## src/rtl/endless_wave_pkg.sv

```systemverilog
// Shared constants, colours and ship sequencer state type for Endless Wave.
// Used by ship_updater (optional SHIP_WALL_KILL_EN) and box_scanner.
package endless_wave_pkg;

   localparam int SCREEN_W  = 160;
   localparam int SCREEN_H  = 120;
   localparam int SHIP_SIZE = 8;

   localparam logic [2:0] BLACK = 3'b000;
   localparam logic [2:0] WHITE = 3'b111;

   localparam logic [7:0] SHIP_X      = 8'd20;
   localparam logic [6:0] START_Y     = 7'd56;
   localparam logic [6:0] STEP        = 7'd1;
   localparam logic [2:0] SHIP_COLOUR = 3'b010;
   localparam logic [6:0] MAX_Y       = 7'(SCREEN_H - SHIP_SIZE);

   typedef enum logic [2:0] {
      INIT_DRAW,
      IDLE,
      CHK_START,
      CHK_ARM,
      CHK_WAIT,
      ERASE,
      DRAW,
      DEAD
   } ship_state_t;

endpackage

```

## src/rtl/ship_updater_if.sv

```systemverilog
// Handshake between the ship sequencer and the 8x8 collision checker.
// master = ship_updater, slave = collision checker.
interface ship_updater_if;

   logic       check_start;
   logic [7:0] ref_x;
   logic [6:0] ref_y;
   logic       ship_dir;
   logic       check_done;
   logic       check_collision;

   modport master (
      output check_start, ref_x, ref_y, ship_dir,
      input  check_done, check_collision
   );

   modport slave (
      input  check_start, ref_x, ref_y, ship_dir,
      output check_done, check_collision
   );

endinterface

```

## src/rtl/ship_updater_box_scanner.sv

```systemverilog
// 8x8 raster counter, row-major with x fastest, one pixel per cycle.
// A start on the last pixel restarts seamlessly with no gap.
import endless_wave_pkg::*;

module box_scanner (
   input  logic       clock,
   input  logic       reset_n,
   input  logic       start,
   input  logic [7:0] baseX,
   input  logic [6:0] baseY,
   output logic [7:0] x,
   output logic [6:0] y,
   output logic       valid,
   output logic       last
);

   logic [2:0] col;
   logic [2:0] row;

   assign last = valid && (&{col, row});

   always_ff @(posedge clock) begin
      if (!reset_n) begin
         x     <= '0;
         y     <= '0;
         col   <= '0;
         row   <= '0;
         valid <= 1'b0;
      end else if (start) begin
         x     <= baseX;
         y     <= baseY;
         col   <= '0;
         row   <= '0;
         valid <= 1'b1;
      end else if (valid) begin
         if (last) begin
            valid <= 1'b0;
         end else if (col == 3'd7) begin
            col <= '0;
            row <= row + 3'd1;
            x   <= x - 8'd7;
            y   <= y + 7'd1;
         end else begin
            col <= col + 3'd1;
            x   <= x + 8'd1;
         end
      end
   end

endmodule

```

## src/rtl/ship_updater.sv

```systemverilog
// Per-frame ship sequencer: move, collision check, erase and redraw.
// Optional SHIP_WALL_KILL_EN: hitting row 0 or row 112 kills the ship.
import endless_wave_pkg::*;

module ship_updater (
   input  logic                  clock,
   input  logic                  reset_n,
   input  logic                  tick,
   input  logic                  dir_in,
   ship_updater_if.master        chk,
   output logic [7:0]            x,
   output logic [6:0]            y,
   output logic [2:0]            colour,
   output logic                  writeEn,
   output logic [6:0]            ship_y,
   output logic                  game_over,
   output logic                  busy
);

   ship_state_t state;

   logic [6:0] newY;
   logic [6:0] refY;
   logic       shipDir;
   logic       checkStart;

   logic [7:0] sumY;
   logic       underY;
   logic       overY;
   logic [6:0] clampY;

   logic       scanStart;
   logic       scanLast;
   logic [6:0] scanBaseY;
   logic [2:0] scanColour;

   assign chk.check_start = checkStart;
   assign chk.ref_x       = SHIP_X;
   assign chk.ref_y       = refY;
   assign chk.ship_dir    = shipDir;

   // 8-bit sum so moving up from row 0 shows as bit 7 instead of wrapping
   always_comb begin
      sumY   = dir_in ? ({1'b0, ship_y} - {1'b0, STEP})
                      : ({1'b0, ship_y} + {1'b0, STEP});
      underY = sumY[7];
      overY  = !sumY[7] && (sumY > {1'b0, MAX_Y});
      clampY = underY ? 7'd0 : (overY ? MAX_Y : sumY[6:0]);
   end

   assign scanStart =
      (state == INIT_DRAW && !writeEn) ||
      (state == CHK_WAIT && chk.check_done && !chk.check_collision) ||
      (state == ERASE && scanLast);

   assign scanBaseY  = (state == ERASE) ? newY : ship_y;
   assign scanColour = (state == CHK_WAIT) ? BLACK : SHIP_COLOUR;

   box_scanner u_scan (
      .clock   (clock),
      .reset_n (reset_n),
      .start   (scanStart),
      .baseX   (SHIP_X),
      .baseY   (scanBaseY),
      .x       (x),
      .y       (y),
      .valid   (writeEn),
      .last    (scanLast)
   );

   always_ff @(posedge clock) begin
      if (!reset_n) begin
         state      <= INIT_DRAW;
         ship_y     <= START_Y;
         newY       <= '0;
         refY       <= '0;
         shipDir    <= 1'b0;
         checkStart <= 1'b0;
         game_over  <= 1'b0;
         busy       <= 1'b0;
         colour     <= '0;
      end else begin
         checkStart <= 1'b0;
         if (scanStart) colour <= scanColour;
         unique case (state)
            INIT_DRAW: begin
               busy <= 1'b1;
               if (scanLast) begin
                  busy  <= 1'b0;
                  state <= IDLE;
               end
            end
            IDLE: begin
               if (tick) begin
                  shipDir <= dir_in;
                  newY    <= clampY;
                  refY    <= dir_in ? clampY + 7'd7 : clampY;
`ifdef SHIP_WALL_KILL_EN
                  if (underY || overY) begin
                     game_over <= 1'b1;
                     state     <= DEAD;
                  end else begin
                     checkStart <= 1'b1;
                     busy       <= 1'b1;
                     state      <= CHK_START;
                  end
`else
                  checkStart <= 1'b1;
                  busy       <= 1'b1;
                  state      <= CHK_START;
`endif
               end
            end
            CHK_START: state <= CHK_ARM;
            CHK_ARM:   state <= CHK_WAIT;
            CHK_WAIT: begin
               if (chk.check_done) begin
                  if (chk.check_collision) begin
                     game_over <= 1'b1;
                     busy      <= 1'b0;
                     state     <= DEAD;
                  end else begin
                     state <= ERASE;
                  end
               end
            end
            ERASE: begin
               if (scanLast) state <= DRAW;
            end
            DRAW: begin
               if (scanLast) begin
                  ship_y <= newY;
                  busy   <= 1'b0;
                  state  <= IDLE;
               end
            end
            DEAD: state <= DEAD;
            default: state <= INIT_DRAW;
         endcase
      end
   end

endmodule

```

## src/flat_wrapper.sv

```systemverilog
// flat-port wrapper written by rule: the top's interface ports become plain ports
module ship_updater_flat 
  (clock, reset_n, tick, dir_in, x, y, colour, writeEn, ship_y, game_over, busy, chk_check_start, chk_ref_x, chk_ref_y, chk_ship_dir, chk_check_done, chk_check_collision);
  ship_updater_if chk_i ();
  input  logic clock;
  input  logic reset_n;
  input  logic tick;
  input  logic dir_in;
  output logic [7:0] x;
  output logic [6:0] y;
  output logic [2:0] colour;
  output logic writeEn;
  output logic [6:0] ship_y;
  output logic game_over;
  output logic busy;
  output wire logic [$bits(chk_i.check_start)-1:0] chk_check_start;
  output wire logic [$bits(chk_i.ref_x)-1:0] chk_ref_x;
  output wire logic [$bits(chk_i.ref_y)-1:0] chk_ref_y;
  output wire logic [$bits(chk_i.ship_dir)-1:0] chk_ship_dir;
  input wire logic [$bits(chk_i.check_done)-1:0] chk_check_done;
  input wire logic [$bits(chk_i.check_collision)-1:0] chk_check_collision;
  assign chk_check_start = chk_i.check_start;
  assign chk_ref_x = chk_i.ref_x;
  assign chk_ref_y = chk_i.ref_y;
  assign chk_ship_dir = chk_i.ship_dir;
  assign chk_i.check_done = chk_check_done;
  assign chk_i.check_collision = chk_check_collision;
  ship_updater u_core (.clock(clock), .reset_n(reset_n), .tick(tick), .dir_in(dir_in), .chk(chk_i), .x(x), .y(y), .colour(colour), .writeEn(writeEn), .ship_y(ship_y), .game_over(game_over), .busy(busy));
endmodule
```

## config.mk

```make
export PLATFORM = sky130hd
export DESIGN_NAME = ship_updater_flat
export DESIGN_NICKNAME = d
export VERILOG_FILES = /design/src/rtl/endless_wave_pkg.sv /design/src/rtl/ship_updater_if.sv /design/src/rtl/ship_updater_box_scanner.sv /design/src/rtl/ship_updater.sv /design/src/flat_wrapper.sv
export SDC_FILE = /design/constraint.sdc
export NUM_CORES = 1
export LEC_CHECK = 0
export ABC_CLOCK_PERIOD_IN_PS = 5800
export CAP_MARGIN = 0
export CORE_MARGIN = 4
export CORE_UTILIZATION = 59
export CTS_CLUSTER_SIZE = 28
export DETAILED_ROUTE_END_ITERATION = 6
export GPL_TIMING_DRIVEN = 0
export HOLD_SLACK_MARGIN = 0.03
export PLACE_DENSITY = 0.85
export SYNTH_ARGS = -nofsm -noshare
export SYNTH_HDL_FRONTEND = slang
export SYNTH_SLANG_ARGS = --single-unit
```

## constraint.sdc

```tcl
create_clock -name clock -period 5.8 [get_ports clock]
set_clock_uncertainty 0.1 [all_clocks]
set_input_delay 1.16 -clock clock [delete_from_list [all_inputs] [get_ports clock]]
set_output_delay 1.16 -clock clock [all_outputs]
set_load 0.1 [all_outputs]
```

# == Word level (Yosys, flattened, before mapping) ==
# Index checks and enable logic that the tools add are counted.
# word_totals
register_bits,53
input_bits,6
out_inout_bits,45
wordCells,99
# classes
addsub,8
magnitude_cmp,1
n_eq_ne,15
mux,30
bitwise_logic,2
n_reduce_logical,28
# ops
operator,n
$mux 7,8
$pmux 3 s7,1
$mux 8,2
$eq 3x3->1 const B,5
$mux 3,5
$mux 5,3
$reduce_and 2->1,5
$reduce_and 3->1,3
$add 7x1->8 const B,1
$add 8x1->8 const B,1
$gt 8x7->1 const B,1
$mux 1,8
$ne 2x1->1 const B,4
$sub 7x1->8 const B,1
$sub 8x3->8 const B,1
$add 7x1->7 const B,1
$add 7x3->7 const B,1
$add 3x1->3 const B,2
$eq 3x2->1 const B,2
$logic_and 1x1->1,6
$ne 2x2->1 const B,3
$reduce_and 6->1,1
$reduce_and 5->1,1
$mux 2,2
other kinds (10),16

# == Longest topological paths before layout ==
# Gate-level depths: netlist of the first run.
# logic_depth
word_depth,8
mapped_depth,13
ltp_nobuf,13

# == Modules after synthesis ==
# Synthesis of the first run repeated with hierarchy kept, for this count alone.
# hier_totals
hier_cells,399
hier_area_um2,3311.9
# modules_own_cells
mod,n_inst,cells_each,area_each_um2,seq_area_each_um2
ship_updater,1,243,2011.9,580.6
box_scanner,1,156,1300.0,440.4

# == Worst setup path after synthesis of the first run ==
# No wires, ideal clock.
# synth_path
path_type,input -> register
startpoint,in dir_in
endpoint,"reg u_core.refY[6], in the netlist u_core.chk.ref_y[6]"
setup_time_ps,117
arrival_ps,3541
path_slack_ps,2042
path_stages,12
n_path_buf,0
cell_sequence,fa_1 a211oi_4 nor2_2 o311ai_4 nand3_4 nand2_1 or2_1 ha_1 nand2_1 and4b_1 a21o_1 a32o_1
# synth_via
elab_chain_cells,7
word_cells_on_any_way,8
# synth_lines
item,line_no,rtl
from (decl),flat_wrapper.sv:8,input logic dir_in;
$mux 8,ship_updater.sv:44,"sumY = dir_in ? ({1'b0, ship_y} - {1'b0, STEP})"
$gt 8x7->1 or $logic_not 1->1 (tied branches),ship_updater.sv:47,"overY = !sumY[7] && (sumY > {1'b0, MAX_Y});"
$logic_and 1x1->1,ship_updater.sv:47,
$mux 7 (2 in a row),ship_updater.sv:48,clampY = underY ? 7'd0 : (overY ? MAX_Y : sumY[6:0]);
$add 7x3->7,ship_updater.sv:97,refY <= dir_in ? clampY + 7'd7 : clampY;
$mux 7 (*),ship_updater.sv:97,
to (signal assigned),ship_updater.sv:97,
to (decl),ship_updater.sv:23,logic [6:0] refY;
# Mark *: on every way between the ends. The rest lies on a longest branch, timed or not.
# A chain may end at the register's enable or synchronous reset.

# == Worst setup path after layout of the first run ==
# Ends and elaborated chain as after synthesis.

==> summary.md, run 1 <==
| Metric | Value |
|---|---|
| Period utilization | 0.7682 |
| CP dominant cell by count | nand2_1 |
| WL per Instance | 15.33 um |
| Fin nets | 474 |
| Static leakage | roughly 1.5 nW |
| Post-synth EDFFs | 0 |
| CTS resizes | 0 |
| Yosys warns | 0 |
| Cell Chain, Critical Path | clkdlybuf4s50_1 -> fa_1 -> xor2_1 -> a211oi_2 -> nor4_4 -> nand3_4 -> nand2_1 -> or2_1 -> ha_1 -> nand2_1 -> and4b_1 -> a21o_1 -> a32o_1 |
| Initial antenna violation count | 0 |
| Predominant post-synthesis flop cell | dfxtp_1 |
| Hold WC Path Type | flip-flop to flip-flop |
| Post-detailed-route count of antenna-violating nets | 0 |
| Setup TNS | 0 ns |
| Fin. max-slew vios | 0 |
| Finished Cell Area | approximately 0.0040 mm^2 |
| DRC violations left | 0 |
| Htree depth | 2 |
| Initial core utilization | 0.6058 |
| Relative slew slack | 0.3486 |
| Type of the worst setup path | primary input to flip-flop |
| Global-route wire length before repair | approximately 13,000 um |
| Final setup viols | 0 |
| DR vias | roughly 3.1k |
| Row cnt | 27 |
| Initial DRT Pass Iterations | 5 |
| Share of cells above drive strength 1 | 0.1064 |
| Postcts setup bufs | 0 |
| Clock Tree Buf Depth | 2 |
| Worst Path Arrival | 4.56 ns |
| RSZ-0062 raised after global routing | no |
| Core Util, Final | 0.7185 |
| CTS tree | yes |
| Chip Width | approximately 83 um |
| Pwr dens | between 150 and 200 mW/mm^2 |
| Via/cell ratio | 5.899 |
| Max VDD drop | 0.1179 mV |
| Final Hold Viols | 0 |
| Detailed Place HPWL | 5982 um |
| CP max stage cell | clkdlybuf4s50_1 |
| Crit end category | flip-flop |
| Total grt overflow | 0 |
| Synth async-reset ratio | 0 |
| Worst-path clk slew | 0.09 ns |
| Maximum operating frequency | around 220 MHz |
| Vias in the first global route | 2,846 |
| Global-route total usage across every layer | 0.2291 |
| Flops & latches, synth | 51 |
| Placed Area | 0.003856 mm^2 |
| Port Buffers | 40 |
| Seq/Total Area, Yosys | 0.3061 |
| Ant. Diodes | 0 |
| Synth Cell Area | 0.003336 mm^2 |
| Total clock sinks | 51 |
| Root Driver | clkbuf_8 |
| Slowest stage delay, CP | around 0.58 ns |
| Avg Synthesized Cell Area | 8.445 um^2 |
| CTS buffer count | 5 |
| Pin count of the biggest net entering global routing | 15 |
| Die Area | 0.006921 mm^2 |
| # fillers | about 430 |
| Hold buffers post-CTS | 0 |
| Status | completed |
| Critical Path RT | between 5 and 6 ns |
| Die height | 83.19 um |
| Netlist cell types | 77 |
| Gpl congestion | 0.9268 |
| Max-cap violations | 0 |
| Critical path startpoint category | primary input |
| Minimum clock period | 4.456 ns |
| Iter 0 DRT Violations | between 200 and 250 |
| DRT Wirelength | 8016 um |
| I/O pin count | 51 |
| Crit Path Max Fanout | 8 |
| Worst skew pair latency | 0.30 ns |
| Syn-to-layout area delta | 18.60% |
| Worst-Margin Slew | 0.9741 ns |
| CORE AREA | between 0.005 and 0.006 mm^2 |
| Mapped Cells | between 300 and 400 |
sequential cells by signal (all words and copies together), names as in the netlist, named ones only:
signal	cells
u_core.colour	1
u_core.game_over	1
u_core.chk.check_start	1
u_core.chk.ref_y	7
u_core.u_scan.row	3
u_core.u_scan.y	7
u_core.ship_y	7
u_core.newY	7
u_core.state	2
u_core.busy	1
u_core.u_scan.valid	1
u_core.u_scan.col	3
u_core.chk.ship_dir	1
u_core.u_scan.x	8
worst max-delay path: cells and delay by family:
kind            cells  cell delay, ns
buf+inv             1            0.58
compound gates      3            0.51
xor+xnor            1            0.44
simple gates        6            1.10
fa+ha+maj           2            0.76
cell type report:
cell class	instances	area [um^2]	share of cell area
buffer	31	183.9	0.04649
sequential	51	1021	0.2581
inverter	6	22.52	0.005693
tap	72	90.09	0.02277
multi-input combinational	315	2138	0.5405
timing repair buffer	40	400.4	0.1012
clock buffer	8	100.1	0.02530
synth_stat cells (7+ instances only):
library cell	number	area, um^2
nand2_1	47	176.4
nor3_1	9	45.04
dfxtp_1	51	1021
ha_1	17	212.7
a21boi_0	7	52.55
nor2_1	28	105.1
clkbuf_1	12	45.04
nor2b_1	12	75.07
buf_4	13	97.59
nand2b_1	7	43.79
a21oi_1	18	90.09
o21ai_0	9	45.04
nand3_1	36	180.2
xor2_1	12	105.1
mux2i_1	8	80.08
cells in the final DEF, fill, tap and decap left out, types with 13 or more instances in the layout:
cell             count
clkbuf_1            13
nor2_1              28
buf_4               13
nand3_1             36
a21oi_1             18
nand2_1             47
ha_1                17
clkdlybuf4s50_1     40
dfxtp_1             51
through the flow:
step / power, mW / hold WS (ns) / instances / setup slack, ns
2_1_floorplan: 0.5279 / 0.3464 / 403 / 2.042
3_3_place_gp: 0.5634 / 0.3563 / 515 / 1.101
3_5_place_dp: 0.5660 / 0.3665 / 515 / 1.080
4_1_cts: 0.7846 / 0.3858 / 523 / 1.379
5_1_grt: 0.8114 / 0.4051 / 523 / 1.134
6_report: 0.7821 / 0.3827 / 523 / 1.344
where the power goes:
group	switching (mW)	leakage, nW	internal [mW]
Sequential	0.00762	0.415	0.357
Clock	0.113	0.0515	0.109
Combinational	0.140	1.07	0.0551
Total	0.261	1.53	0.521
routing by layer:
metal,GRT usage,share of wire
met1,0.2872,0.44
met2,0.3812,0.48
met3,0.04067,0.054
met4,0.1055,0.022
met5,0,0
cell families after synthesis:
kind of cell    count (synthesis)  share of synthesized area
compound gates                 87                     0.2056
xor+xnor                       20                    0.05702
fa+ha+maj                      18                    0.06977
buf+inv                        37                    0.06189
flops                          51                     0.3061
mux                            10                    0.03188
other cells                     2                   0.002251
simple gates                  170                     0.2656
final timing paths:
path / depth (start not counted) / endpoint / from / slack [ns]
worst max-delay path: 13 / u_core.chk.ref_y[6] / dir_in / 1.34
worst min-delay path: 2 / u_core.chk.ship_dir / u_core.chk.ship_dir / 0.38
worst max register to register: 12 / u_core.chk.ref_y[6] / u_core.ship_y[0] / 2.47
worst min register to register: 2 / u_core.chk.ship_dir / u_core.chk.ship_dir / 0.38
Power figures use the tool's default switching activity.
==> run 2: changes to the inputs <==
--- a/config.mk
+++ b/config.mk
@@ -5,15 +5,15 @@
 export SDC_FILE = /design/constraint.sdc
 export NUM_CORES = 1
 export LEC_CHECK = 0
-export ABC_CLOCK_PERIOD_IN_PS = 5800
+export ABC_CLOCK_PERIOD_IN_PS = 3900
 export CAP_MARGIN = 0
 export CORE_MARGIN = 4
-export CORE_UTILIZATION = 59
+export CORE_UTILIZATION = 49
 export CTS_CLUSTER_SIZE = 28
 export DETAILED_ROUTE_END_ITERATION = 6
 export GPL_TIMING_DRIVEN = 0
 export HOLD_SLACK_MARGIN = 0.03
-export PLACE_DENSITY = 0.85
+export PLACE_DENSITY = 0.75
 export SYNTH_ARGS = -nofsm -noshare
 export SYNTH_HDL_FRONTEND = slang
 export SYNTH_SLANG_ARGS = --single-unit
==> constraint.sdc (replaced) <==
create_clock -name clock -period 3.9 [get_ports clock]
set_clock_uncertainty 0.1 [all_clocks]
set_input_delay 0.78 -clock clock [delete_from_list [all_inputs] [get_ports clock]]
set_output_delay 0.78 -clock clock [all_outputs]
set_load 0.1 [all_outputs]
==> run 2 against run 1 <==
Net effect:
- flip-flop and latch count did not move
- non-clock buffer count stayed put
- combinational power is 48% higher
- largest cell class unchanged
- via count is 3.0% lower
- critical path depth grew 1
- critical path type unchanged
- total power is 46% higher
- register-to-register slack lost 1.8 ns
- first-iteration DRC count fell by 27%
- largest power group unchanged
- global-route usage fell by 3.1 points
- core utilization decreased by 11 points
- clock-buffer cell count down 3
==> summary.md, run 2 (same netlist as run 1, synthesis figures left out) <==
| Metric | Value |
|---|---|
| Initial antenna violation count | 0 (unchanged) |
| Die Area | 0.008191 mm^2 (was 0.006921 mm^2) |
| Crit Path Max Fanout | 8 (unchanged) |
| Minimum clock period | 3.721 ns |
| Pin count of the biggest net entering global routing | 17 (was 15) |
| Reg area | 0.001021 mm^2 (unchanged) |
| CORE AREA | 0.006495 mm^2 (was 0.005507 mm^2) |
| Final cell count without fillers | 528 (was 523) |
| Type of the worst setup path | primary input to flip-flop (unchanged) |
| Final setup viols | 0 (unchanged) |
| DRC violations left | 0 (unchanged) |
| Worst skew pair latency | 0.31 ns (was 0.30 ns) |
| DRT Wirelength | 7946 um (was 8016 um) |
| Worst-Margin Slew | 0.9755 ns (was 0.9741 ns) |
| Syn-to-layout area delta | 18.75% (was 18.60%) |
| Largest register FFs | 8 (unchanged) |
| Hold WC Path Type | flip-flop to flip-flop (unchanged) |
| Worst-path clk slew | 0.09 ns (about the same) |
| Post-detailed-route count of antenna-violating nets | 0 (unchanged) |
| WL per Instance | 15.05 um (was 15.33 um) |
| Row cnt | 29 (was 27) |
| Share of cells above drive strength 1 | 0.1131 (was 0.1064) |
| Root Driver | clkbuf_8 (unchanged) |
| Max VDD drop | 0.1784 mV (was 0.1179 mV) |
| Iter 0 DRT Violations | 156 (was 215) |
| DR vias | 2,993 (was 3,085) |
| Initial core utilization | 0.5136 (was 0.6058) |
| Final Hold Viols | 0 (unchanged) |
| Hold buffers post-CTS | 0 (unchanged) |
| Period utilization | 0.9541 |
| Ant. Diodes | 0 (unchanged) |
| Multi-input logic area | 0.002148 mm^2 (was 0.002138 mm^2) |
| Initial DRT Pass Iterations | 4 (was 5) |
| Critical path startpoint category | primary input (unchanged) |
| Fin. max-slew vios | 0 (unchanged) |
| CTS buffer count | 5 (unchanged) |
| Global-route wire length before repair | 13,570 um (was 13,390 um) |
| Commonest cells after routing, fill and taps aside | dfxtp_1 (51), nand2_1 (47), clkdlybuf4s50_1 (39) (was dfxtp_1 (51), nand2_1 (47), clkdlybuf4s50_1 (40)) |
| Vias in the first global route | 2,850 (was 2,846) |
| Total grt overflow | 0 (unchanged) |
| Port Buffers | 40 (unchanged) |
| Relative slew slack | 0.3476 (was 0.3486) |
| Pwr dens | 287.5 mW/mm^2 (was 197.7 mW/mm^2) |
| Total clock sinks | 51 (unchanged) |
| Most common cell after layout, fill and taps aside | dfxtp_1 (unchanged) |
| Die height | 90.51 um (was 83.19 um) |
| Gpl congestion | 0.8732 (was 0.9268) |
| # fillers | 602 (was 427) |
| Global-route total usage across every layer | 0.1978 (was 0.2291) |
| Largest Register | u_core.u_scan.x (unchanged) |
| I/O pin count | 51 (unchanged) |
| Fin nets | 474 (unchanged) |
| Detailed Place HPWL | 6011 um (was 5982 um) |
| Crit end category | flip-flop (unchanged) |
| Clock Tree Buf Depth | 2 (unchanged) |
| Via/cell ratio | 5.669 (was 5.899) |
| Maximum operating frequency | 268.7 MHz |
| Chip Width | 90.51 um (was 83.19 um) |
| Critical Path RT | 4.00 ns (was 5.90 ns) |
| CTS tree | yes (unchanged) |
| Setup TNS | 0 ns (unchanged) |
| Static leakage | 1.521 nW (was 1.533 nW) |
| Htree depth | 2 (unchanged) |
| Status | completed (unchanged) |
| DP Cell Count | 520 (was 515) |
| Max-cap violations | 0 (unchanged) |
| Worst Path Arrival | 3.82 ns (was 4.56 ns) |
-- run 2: per-layer routing --
metal	wire length [um]	track usage	vias to the layer above
li1	-	-	1513
met1	3712	0.2672	1384
met2	3744	0.3212	83
met3	383	0.03417	13
met4	106	0.05995	0
met5	0	0	-
-- run 2: path summary, 6_finish.rpt --
check | slack [ns] | depth (start not counted) | end | start
min | 0.37 | 2 | u_core.chk.ref_y[3] | u_core.chk.ref_y[3]
min reg2reg | 0.37 | 2 | u_core.chk.ref_y[3] | u_core.chk.ref_y[3]
max | 0.18 | 14 | u_core.chk.ref_y[6] | dir_in
max reg2reg | 0.69 | 13 | u_core.chk.ref_y[6] | u_core.ship_y[3]
-- run 2: power breakdown --
group          switching [mW]  internal (mW)
Clock                   0.180          0.125
Combinational           0.209         0.0819
Sequential             0.0115          0.531
Total                   0.401          0.738
-- run 2: what timing repair did --
item / CTS / global route
pin swaps: 0 / 1
buffers inserted: 0 / 0
gates resized for setup: 2 / 2
setup endpoints to repair: 1 / 1
-- run 2: layout make-up --
type / instances / share of cell area
Sequential cell: 51 / 0.2577
Clock inverter: 3 / 0.005054
Inverter: 6 / 0.005685
Multi-Input combinational cell: 315 / 0.5423
Tap cell: 77 / 0.02432
Timing Repair Buffer: 40 / 0.1011
Buffer: 31 / 0.04643
Clock buffer: 5 / 0.01737
-- run 2: through the flow --
stage	power (mW)	instance area [um^2]	hold WS [ns]	util	worst slack (ns)
floorplan	0.7851	3366	0.3464	-	0.3067
global placement	0.8404	3862	0.3560	0.5947	-0.4375
detailed placement	0.8431	3862	0.3572	0.5947	-0.4394
CTS	1.144	3953	0.3743	0.6086	0.1929
global route	1.179	3961	0.4016	0.6099	-0.008163
finish	1.139	3961	0.3690	0.6099	0.1790
-- run 2: worst max-delay path, cell delays in order --
cell	delay, ns
clkdlybuf4s15_1	0.35
ha_1	0.40
buf_6	0.15
a211oi_4	0.28
nor2_2	0.13
o311ai_4	0.39
nand3_4	0.18
nand2_1	0.19
or2_1	0.13
ha_1	0.17
nand2_1	0.07
and4b_1	0.21
a21o_1	0.18
a32o_1	0.21
==> run 3: changes to the inputs <==
--- a/config.mk
+++ b/config.mk
@@ -7,6 +7,7 @@
 export LEC_CHECK = 0
 export ABC_CLOCK_PERIOD_IN_PS = 3900
 export CAP_MARGIN = 0
+export CORE_ASPECT_RATIO = 0.8
 export CORE_MARGIN = 4
 export CORE_UTILIZATION = 49
 export CTS_CLUSTER_SIZE = 28
==> run 3 against run 2 <==
Net effect:
- sequential share of layout area fell by 0.20 points
- sequential power barely moved
- first-iteration DRC count rose by 41%
- critical path type unchanged
- largest power group unchanged
- highest routed layer unchanged
==> summary.md, run 3 (same netlist as run 1, synthesis figures left out) <==
| Metric | Value |
|---|---|
| Status | completed (unchanged) |
| Row cnt | 26 (was 29) |
| CP max stage cell | a311oi_1 (was ha_1) |
| Worst slack at placement | -0.5406 ns (was -0.4394 ns) |
| DR vias | 3,161 (was 2,993) |
| Type of the worst setup path | primary input to flip-flop (unchanged) |
| Net switching power | 0.4011 mW (was 0.4006 mW) |
| Largest Register | u_core.u_scan.x (unchanged) |
| Global-route total usage across every layer | 0.2186 (was 0.1978) |
| Minimum clock period | 3.769 ns (was 3.721 ns) |
| Comb power frac | 0.253 (was 0.256) |
| CP dominant cell by count | nand2_1 |
| Max-cap violations | 0 (unchanged) |
| Pwr dens | 295.0 mW/mm^2 (was 287.5 mW/mm^2) |
| Hold WC Path Type | flip-flop to flip-flop (unchanged) |
| Crit end category | flip-flop (unchanged) |
| Largest register FFs | 8 (unchanged) |
| Pin count of the biggest net entering global routing | 16 (was 17) |
| DRT Wirelength | 8564 um (was 7946 um) |
| Worst skew pair latency | 0.30 ns (was 0.31 ns) |
| Chip Width | 100.2 um (was 90.51 um) |
| Detailed Place HPWL | 6478 um (was 6011 um) |
| CTS tree | yes (unchanged) |
| Critical path's top delay family | compound AO/OA/AOI/OAI gates (unchanged) |
| Global-route wire length before repair | 14,460 um (was 13,570 um) |
| Clock Tree Buf Depth | 2 (unchanged) |
| Final cell count without fillers | 536 (was 528) |
| Vias in the first global route | 2,990 (was 2,850) |
| Worst-path clk slew | 0.10 ns (was 0.09 ns) |
| Critical Path RT | 4.01 ns (was 4.00 ns) |
| Share of cells above drive strength 1 | 0.1150 (was 0.1131) |
| Port Buffers | 40 (unchanged) |
| Iter 0 DRT Violations | 220 (was 156) |
| Fin. max-slew vios | 0 (unchanged) |
| DRC violations left | 0 (unchanged) |
| Power Total | 1.178 mW (was 1.139 mW) |
| Worst-Margin Slew | 0.9892 ns (was 0.9755 ns) |
| Syn-to-layout area delta | 19.69% (was 18.75%) |
| Initial core utilization | 0.5127 (was 0.5136) |
| # fillers | 573 (was 602) |
| Relative slew slack | 0.3385 (was 0.3476) |
| Post-detailed-route count of antenna-violating nets | 0 (unchanged) |
| Maximum operating frequency | 265.3 MHz (was 268.7 MHz) |
| Initial DRT Pass Iterations | 7 (was 4) |
| Worst Path Buf+Inv | 2 (unchanged) |
| CORE AREA | 0.006506 mm^2 (was 0.006495 mm^2) |
| Cell Chain, Critical Path | clkdlybuf4s15_1 -> ha_1 -> buf_2 -> a21o_1 -> a311oi_1 -> a211o_1 -> nand2_1 -> or2_1 -> ha_1 -> nand2_1 -> and4b_1 -> nand2_1 -> a31o_1 (was clkdlybuf4s15_1 -> ha_1 -> buf_6 -> a211oi_4 -> nor2_2 -> o311ai_4 -> nand3_4 -> nand2_1 -> or2_1 -> ha_1 -> nand2_1 -> and4b_1 -> a21o_1 -> a32o_1) |
| P_int | 0.7768 mW (was 0.7383 mW) |
| Htree depth | 2 (unchanged) |
| Ant. Diodes | 0 (unchanged) |
| Static leakage | 1.537 nW (was 1.521 nW) |
| Initial antenna violation count | 0 (unchanged) |
| Slowest stage delay, CP | 0.43 ns (was 0.40 ns) |
| Fin nets | 475 (was 474) |
| Final setup viols | 0 (unchanged) |
| DP Cell Count | 527 (was 520) |
| CTS buffer count | 5 (unchanged) |
| Clock power frac | 0.286 (was 0.268) |
| Final WS setup | 0.1306 ns (was 0.1790 ns) |
| Max VDD drop | 0.1667 mV (was 0.1784 mV) |
| Die Area | 0.008200 mm^2 (was 0.008191 mm^2) |
| Crit Path Max Fanout | 9 (was 8) |
| I/O pin count | 51 (unchanged) |
| Sw frac | 0.3405 (was 0.3517) |
| Final Hold Viols | 0 (unchanged) |
| Via/cell ratio | 5.897 (was 5.669) |
| Total grt overflow | 0 (unchanged) |
| Hold buffers post-CTS | 0 (unchanged) |
| Commonest cells after routing, fill and taps aside | dfxtp_1 (51), nand2_1 (47), clkdlybuf4s50_1 (39) (unchanged) |
| WL per Instance | 15.98 um (was 15.05 um) |
| Worst Path Arrival | 3.88 ns (was 3.82 ns) |
| Critical path startpoint category | primary input (unchanged) |
| RSZ-0062 raised after global routing | no |
| Most common cell after layout, fill and taps aside | dfxtp_1 (unchanged) |
| Die height | 81.80 um (was 90.51 um) |
| Root Driver | clkbuf_8 (unchanged) |
| Period utilization | 0.9665 (was 0.9541) |
| Total clock sinks | 51 (unchanged) |
| Reg power frac | 0.461 (was 0.477) |
| Gpl congestion | 0.9125 (was 0.8732) |
## run 3: cell count changes in the layout (fill, tap and decap cells not counted)
cell	before	now
clkbuf_8	5	7
buf_4	13	14
clkinv_2	1	0
clkinvlp_4	2	1
o21ai_0	9	8
o21ai_1	5	6
## run 3: metrics by stage
stage / TNS [ns] / instance area (um^2) / util / hold slack (ns)
after floorplan: 0 / 3366 / - / 0.3464
after global placement: -1.105 / 3871 / 0.5950 / 0.3591
after detailed placement: -1.315 / 3871 / 0.5950 / 0.3641
after CTS: 0 / 3976 / 0.6112 / 0.3783
after global routing: 0 / 3993 / 0.6137 / 0.4177
final: 0 / 3993 / 0.6137 / 0.3779
## run 3: cell type report
cell class | count | area, um^2 | share of cell area
plain buffers | 31 | 183.9 | 0.04607
clock inverters | 1 | 7.507 | 0.001880
repair buffers | 41 | 407.9 | 0.1022
inverters | 6 | 22.52 | 0.005641
clock buffers | 7 | 96.34 | 0.02413
flip-flops and latches | 51 | 1021 | 0.2557
multi-input cells | 315 | 2148 | 0.5381
well taps | 84 | 105.1 | 0.02632
## run 3: power by group through the flow
| stage | combinational (mW) | sequential, mW | clock [mW] |
|---|---|---|---|
| detailed placement | 0.291 | 0.555 | 0 |
| global placement | 0.287 | 0.554 | 0 |
| finish | 0.298 | 0.543 | 0.337 |
| floorplan | 0.160 | 0.625 | 0 |
| CTS | 0.292 | 0.543 | 0.342 |
| global route | 0.315 | 0.544 | 0.367 |
## run 3: tightest hold or removal path: stages (launching register included)
cell and delay [ns]:
dfxtp_1 0.34, nand2_1 0.06, a21oi_1 0.05
## run 3: final timing paths
kind         slack, ns             endpoint               start  cells past startpoint
min               0.38   u_core.u_scan.x[6]  u_core.u_scan.x[6]                      2
min reg2reg       0.38   u_core.u_scan.x[6]  u_core.u_scan.x[6]                      2
max               0.13  u_core.chk.ref_y[4]              dir_in                     13
max reg2reg       0.65  u_core.chk.ref_y[6]    u_core.ship_y[0]                     12
## run 3: timing repair
action                                  in CTS  in global routing
pin swaps                                    0                  1
endpoints found under the setup margin       2                  2
resized for setup                            2                  3
setup buffers                                0                  1
## run 3: layer usage
| layer | share of wire | global-route usage | wire [um] |
|---|---|---|---|
| met1 | 0.49 | 0.3161 | 4193 |
| met2 | 0.42 | 0.3353 | 3625 |
| met3 | 0.075 | 0.03905 | 644 |
| met4 | 0.012 | 0.05787 | 101 |
| met5 | 0 | 0 | 0 |
